==> config.mk <==
export PLATFORM = sky130hd
export DESIGN_NAME = fetch_buffer
export DESIGN_NICKNAME = d
export VERILOG_FILES = /design/src/rtl/fetch_buffer.sv
export SDC_FILE = /design/constraint.sdc
export NUM_CORES = 1
export LEC_CHECK = 0
export CAP_MARGIN = 20
export CORE_MARGIN = 1
export CORE_UTILIZATION = 56
export DETAILED_ROUTE_END_ITERATION = 16
export PLACE_DENSITY = 0.8
export SLEW_MARGIN = 20
export SYNTH_ARGS = -nofsm -noshare
export SYNTH_HDL_FRONTEND = slang
export SYNTH_SLANG_ARGS = --single-unit
export TNS_END_PERCENT = 50
==> constraint.sdc <==
create_clock -name clk -period 9.26 [get_ports clk]
set_clock_uncertainty 0.05 [all_clocks]
set_input_delay 2.778 -clock clk [delete_from_list [all_inputs] [get_ports clk]]
set_output_delay 2.778 -clock clk [all_outputs]
set_load 0.1 [all_outputs]
==> src/rtl/fetch_buffer.sv <==
`ifndef FETCH_WIDTH
`define FETCH_WIDTH 2
`endif
`ifndef INST_ADDR_WIDTH
`define INST_ADDR_WIDTH 32
`endif

`default_nettype none

// ============================================================================
//  Module      : fetch_buffer
//  Description : Circular FIFO of whole fetch bundles (instruction words,
//                per-slot valid mask, PC and PC+4) between the fetch stage
//                and decode. Registered outputs, one-cycle latency, flush
//                support for redirects.
//  Revision    : 1.0 - initial release
// ============================================================================
module fetch_buffer #(
    parameter int FETCH_WIDTH     = `FETCH_WIDTH,
    parameter int INST_ADDR_WIDTH = `INST_ADDR_WIDTH,
    parameter int DEPTH           = 4
) (
    input  logic                          clk,
    input  logic                          reset,
    input  logic                          flush,
    // producer side
    input  logic                          in_valid,
    output logic                          in_ready,
    input  logic [32*FETCH_WIDTH-1:0]     in_inst,
    input  logic [FETCH_WIDTH-1:0]        in_slot_valid,
    input  logic [INST_ADDR_WIDTH-1:0]    in_pc,
    input  logic [INST_ADDR_WIDTH-1:0]    in_pc_plus_4,
    // consumer side
    output logic                          out_valid,
    input  logic                          out_ready,
    output logic [32*FETCH_WIDTH-1:0]     out_inst,
    output logic [FETCH_WIDTH-1:0]        out_slot_valid,
    output logic [INST_ADDR_WIDTH-1:0]    out_pc,
    output logic [INST_ADDR_WIDTH-1:0]    out_pc_plus_4,
    // occupancy
    output logic [$clog2(DEPTH+1)-1:0]    count
);

    localparam int PTR_W = $clog2(DEPTH);
    localparam int CNT_W = $clog2(DEPTH + 1);
    localparam int INST_W = 32 * FETCH_WIDTH;

    localparam logic [CNT_W-1:0] c_DEPTH_CNT = CNT_W'(DEPTH);
    localparam logic [CNT_W-1:0] c_CNT_ONE   = CNT_W'(1);
    localparam logic [PTR_W-1:0] c_PTR_ONE   = PTR_W'(1);

    // Bundle storage, one field array per bundle component
    logic [INST_W-1:0]          r_inst_mem [DEPTH];
    logic [FETCH_WIDTH-1:0]     r_slot_mem [DEPTH];
    logic [INST_ADDR_WIDTH-1:0] r_pc_mem   [DEPTH];
    logic [INST_ADDR_WIDTH-1:0] r_pc4_mem  [DEPTH];

    logic [PTR_W-1:0] r_wr_ptr;
    logic [PTR_W-1:0] r_rd_ptr;
    logic [CNT_W-1:0] r_count;

    logic w_push;
    logic w_pop;
    logic w_not_full;
    logic w_bundle_has_inst;

    // Handshake decode: empty-mask bundles are acknowledged but never stored,
    // and a flush suppresses both ends so the redirect edge only clears state.
    always_comb begin
        w_not_full        = (r_count < c_DEPTH_CNT);
        w_bundle_has_inst = (in_slot_valid != '0);
        in_ready          = !reset && !flush && w_not_full;
        out_valid         = (r_count != '0);
        w_push            = in_valid && in_ready && w_bundle_has_inst;
        w_pop             = out_valid && out_ready && !flush;
    end

    // Storage write: zeroed on reset, otherwise written at the tail on push
    always_ff @(posedge clk) begin
        if (reset) begin
            for (int i = 0; i < DEPTH; i++) begin
                r_inst_mem[i] <= '0;
                r_slot_mem[i] <= '0;
                r_pc_mem[i]   <= '0;
                r_pc4_mem[i]  <= '0;
            end
        end else if (w_push) begin
            r_inst_mem[r_wr_ptr] <= in_inst;
            r_slot_mem[r_wr_ptr] <= in_slot_valid;
            r_pc_mem[r_wr_ptr]   <= in_pc;
            r_pc4_mem[r_wr_ptr]  <= in_pc_plus_4;
        end
    end

    // Pointer and occupancy tracking; reset and flush both empty the queue
    always_ff @(posedge clk) begin
        if (reset) begin
            r_wr_ptr <= '0;
            r_rd_ptr <= '0;
            r_count  <= '0;
        end else if (flush) begin
            r_wr_ptr <= '0;
            r_rd_ptr <= '0;
            r_count  <= '0;
        end else begin
            if (w_push) begin
                r_wr_ptr <= r_wr_ptr + c_PTR_ONE;
            end
            if (w_pop) begin
                r_rd_ptr <= r_rd_ptr + c_PTR_ONE;
            end
            if (w_push && !w_pop) begin
                r_count <= r_count + c_CNT_ONE;
            end else if (w_pop && !w_push) begin
                r_count <= r_count - c_CNT_ONE;
            end
        end
    end

    // Head bundle is read straight out of registered storage
    always_comb begin
        out_inst       = r_inst_mem[r_rd_ptr];
        out_slot_valid = r_slot_mem[r_rd_ptr];
        out_pc         = r_pc_mem[r_rd_ptr];
        out_pc_plus_4  = r_pc4_mem[r_rd_ptr];
        count          = r_count;
    end

endmodule

`default_nettype wire

Word-level counts from Yosys, hierarchy flattened
Memories as Yosys holds them, arrays and structs flattened. A register that Yosys moved wholly into a read port is not among the register bits.
Cells that the tools add are included.
{"block": "op_classes", "n_eq_ne": 0, "magnitude_cmp": 1, "reduce_logical": 20, "n_addsub": 4, "shift": 0, "n_mux": 27, "bitwise_logic": 0, "n_div": 0, "multipliers": 0}
{"cell": "two-way mux 32 bit", "count": 2}
{"cell": "two-way mux 64 bit", "count": 1}
{"cell": "OR reduction 32 bit", "count": 2}
{"cell": "OR reduction 64 bit", "count": 1}
{"cell": "two-way mux 2 bit", "count": 13}
{"cell": "two-way mux 1 bit", "count": 9}
{"cell": "logical AND 1 bit", "count": 8}
{"cell": "two-way mux 3 bit", "count": 2}
{"cell": "adder 2 x 1 -> 2 bit, second input constant", "count": 2}
{"cell": "zero test 1 bit", "count": 4}
{"cell": "nonzero test 2 bit", "count": 2}
{"cell": "OR reduction 2 bit", "count": 2}
{"cell": "adder 3 x 1 -> 3 bit, second input constant", "count": 1}
{"cell": "< comparator 3 bit, second input constant", "count": 1}
{"cell": "nonzero test 3 bit", "count": 1}
{"cell": "subtractor 3 x 1 -> 3 bit, second input constant", "count": 1}
{"block": "word_totals", "out_inout_bits": 135, "wordCells": 59, "ff_bits": 7, "ramBits": 520, "latch_bits": 0, "inputBits": 135, "mem_bits_ro": 0, "mem_count": 4}
{"name": "r_inst_mem", "depth": 4, "width": 64, "rd": 1, "rd_ports_with_merged_regs": 1, "write_ports": 4, "line_no": "53", "text": "logic [INST_W-1:0] r_inst_mem [DEPTH];"}
{"name": "r_pc4_mem", "depth": 4, "width": 32, "rd": 1, "rd_ports_with_merged_regs": 1, "write_ports": 4, "line_no": "56", "text": "logic [INST_ADDR_WIDTH-1:0] r_pc4_mem [DEPTH];"}
{"name": "r_pc_mem", "depth": 4, "width": 32, "rd": 1, "rd_ports_with_merged_regs": 1, "write_ports": 4, "line_no": "55", "text": "logic [INST_ADDR_WIDTH-1:0] r_pc_mem [DEPTH];"}
{"name": "r_slot_mem", "depth": 4, "width": 2, "rd": 1, "rd_ports_with_merged_regs": 1, "write_ports": 4, "line_no": "54", "text": "logic [FETCH_WIDTH-1:0] r_slot_mem [DEPTH];"}

Logic depth before layout (Yosys ltp)
{"block": "logic_depth", "word_depth": 10, "mapped_depth": 10, "depth_no_buf": 8}

Worst setup path before layout
OpenSTA, ideal clock, no wires.
{"block": "synth_path", "path_kind": "input -> register", "startpoint": "input port flush", "endpoint": "memory r_inst_mem[3][0] in the netlist's numbering, enable pin", "path_slack_ns": 1.789, "t_required_ns": 8.698, "arrival_ns": 6.909, "setup_time_ns": 0.512, "cell_stages": 4, "n_path_buf": 1, "cell_sequence": "or4b_1 > buf_4 > nor3_1 > o32a_1"}
{"item": "from (decl)", "line_no": "25", "text": "input logic flush,"}
{"item": "to (decl)", "line_no": "53"}

Worst setup path after layout
{"block": "layout_path", "startpoint": "input port reset", "endpoint": "output port in_ready"}
{"block": "layout_between", "elab_chain_cells": 3}
{"item": "from (decl)", "line_no": "24", "text": "input logic reset,"}
{"item": "zero test 1 bit", "line_no": "72", "text": "in_ready = !reset && !flush && w_not_full;"}
{"item": "logical AND 1 bit (2 in a row)", "line_no": "72"}
{"item": "to (decl)", "line_no": "28", "text": "output logic in_ready,"}
No other way between the ends.

==> flow_summary_export.csv <==
group,metric,value,unit
status,outcome,"completed",
logic_synthesis,ys.flop_type,"edfxtp_1",
logic_synthesis,ys_ff_latch,529,
detailed_routing,wl_per_cell,22.69,um
floorplan,core_area,39820,sq um
floorplan,rows,73,
clock_network,cts_max_level,2,
setup_path,crit_type,"in2out",
clock_network,clock_latency,0.58,ns
detailed_routing,via_per_inst,5.629,
global_route,antenna_found_initial,3,
setup_path,critPathLaunchType,"input pin",
setup_path,crit_fanout,8,
detailed_routing,drc,0,
logic_synthesis,yosys.area.top_type,"edfxtp_1",
timing,hold_viol,0,
timing,maxSlewViolCount,0,
logic_synthesis,yosysWarnings,0,
place,pre_cts_ws,1.491,ns
global_route,grt_pass1_wl,73560,um
clock_network,cts_root_buffer,"clkbuf_16",
global_route,grt_use_total,23.89,%
floorplan,ios,270,
logic_synthesis,synth.top_cell.area_share,68.79,%
timing,period_needed,7.791,ns
detailed_routing,drtIter0Drc,847,
floorplan,die_w,203.3,um
setup_path,cp.arrival,4.96,ns
clock_network,cts_max_path_buffers,3,
clock_network,cts_setup_buffers,0,
final_layout,final_cell_mix,"and2_1, edfxtp_1, clkdlybuf4s50_1, mux4_2, clkbuf_16",
setup_path,cp-end-kind,"output port",
clock_network,cts.sinks,529,
global_route,overflow,0,
logic_synthesis,synth_enable_flop_cells,520,
global_route,grt_pass1_vias,12967,
timing,setup_ws,1.469,ns
timing,tightest_slew,1.098,ns
clock_network,cts_tree,"done",
clock_network,cts_resized,0,
run,maxCapViolations,0,
logic_synthesis,syn_area_per_cell,17.38,sq um
global_route,grt_start_max_net_pins,103,
clock_network,cts_buffers,52,
clock_network,hold_buffers,0,
final_layout,drive_gt1_share,14.31,%
logic_synthesis,synth_area,22700,sq um
place,dp_hpwl,26100,um
timing,setup_viol,0,
timing,max_freq,128.4,MHz
logic_synthesis,yosysSeqAreaShare,69.58,%
timing,tns,0,ns
clock_network,clk_pin_slew_worst_paths,0.06,ns
floorplan,fp.dieArea,41340,sq um
final_layout,nFillCells,2649,
min_path,hold_path.class,"reg2reg",
place,gp_congestion,0.7378,
power_and_ir_drop,power_density,197.7,nW/um^2
detailed_routing,finalWirelength,48240,um
logic_synthesis,yosysUniqueCellTypes,29,
detailed_routing,vias,11968,
detailed_routing,ant_nets,0,
power_and_ir_drop,peakVddDrop,0.0001673,V
final_layout,final_nets,1697,
timing,slew_headroom,26.60,%
detailed_routing,first_pass_iters,5,
final_layout,multi_input_area,6515,sq um
timing,fin_crit_sh,84.13,%
floorplan,start_util,57.00,%
timing,rsz0062_at_grt,"false",
logic_synthesis,synthArstFlopShare,0,%
place,port_buffers,269,
logic_synthesis,synth_fp_nets,1443,
power_and_ir_drop,leakage,0.009719,uW
logic_synthesis,syn_inst,1306,
floorplan,die_y,203.3,um
logic_synthesis,ys_top_cells_by_area,"edfxtp_1, and2_1, mux4_2",
final_layout,seqCellArea,15800,sq um
setup_path,crit_required,6.43,ns
final_layout,area_growth,21.23,%
-- report_power, final --
group / leakage, uW / internal (uW) / total, uW / switching [uW]
logic: 0.00349 / 181 / 611 / 430
clock network: 0.000807 / 1200 / 2050 / 855
registers: 0.00542 / 2740 / 2770 / 30.0
total: 0.00972 / 4120 / 5440 / 1320
-- logic make-up (layout without fill, tap and decap cells) --
group | count (synthesis) | in the layout | synth area share (%)
compound gates | 5 | 5 | 0.1598
mux | 133 | 133 | 13.03
simple gates | 544 | 544 | 15.10
buf+inv | 89 | 383 | 1.825
fa+ha+maj | 2 | 2 | 0.1433
xor+xnor | 4 | 4 | 0.1543
flops | 529 | 529 | 69.58
other cells | 0 | 1 | 0
-- worst max-delay path: stages --
cell	delay [ns]
clkdlybuf4s50_1	0.54
or2_2	0.40
nor2_1	0.11
clkdlybuf4s50_1	1.13
-- per-layer routing --
layer / track usage [%] / up-vias / share of wire (%)
met5: 0 / - / 0.070
met4: 7.089 / 4 / 2.3
met3: 5.705 / 68 / 7.2
met2: 40.04 / 373 / 50
met1: 31.20 / 6165 / 40
li1: - / 5358 / -
-- registers in the layout, summed over array words and instances, names as in the netlist, named ones only --
register / count
r_slot_mem: 8
r_wr_ptr: 2
count: 3
r_pc4_mem: 128
r_pc_mem: 128
r_inst_mem: 256
r_rd_ptr: 2
-- through the flow --
| stage | hold slack (ns) | power, uW | utilization, % | instances | instance area, sq um |
|---|---|---|---|---|---|
| global placement | 0.4641 | 3425 | 64.97 | 2031 | 25870 |
| detailed placement | 0.4886 | 3439 | 64.97 | 2031 | 25870 |
| finish | 0.5000 | 5440 | 69.10 | 2126 | 27520 |
| global route | 0.5252 | 5595 | 69.10 | 2126 | 27520 |
| CTS | 0.5018 | 5477 | 69.09 | 2125 | 27520 |
| floorplan | 0.4347 | 3233 | - | 1306 | 22700 |
-- area by class of cell --
class / instances / area share [%]
multi-input cells: 688 / 23.68
inverters: 2 / 0.02728
flip-flops and latches: 529 / 57.43
well taps: 525 / 2.387
repair buffers: 287 / 10.50
clock buffers: 69 / 5.111
clock inverters: 25 / 0.8594
diodes: 1 / 0.009094
-- synth_stat cells (all sizes together), types with 2 or more instances --
master	n
and2	520
nor4	2
or3	3
mux4	130
xor2	4
nand2	2
clkbuf	68
nor2	9
dfxtp	9
buf	19
inv	2
or2	5
edfxtp	520
mux2i	3
-- worst paths after layout --
| kind | to | slack [ns] | cells after the start | start |
|---|---|---|---|---|
| setup / recovery | in_ready | 1.47 | 4 | reset |
| hold reg to reg | r_rd_ptr[0] | 0.50 | 2 | r_rd_ptr[0] |
| setup reg to reg | r_inst_mem[3][37] | 5.91 | 4 | count[2] |
| hold / removal | r_rd_ptr[0] | 0.50 | 2 | r_rd_ptr[0] |
(Power assumes the default switching activity.)
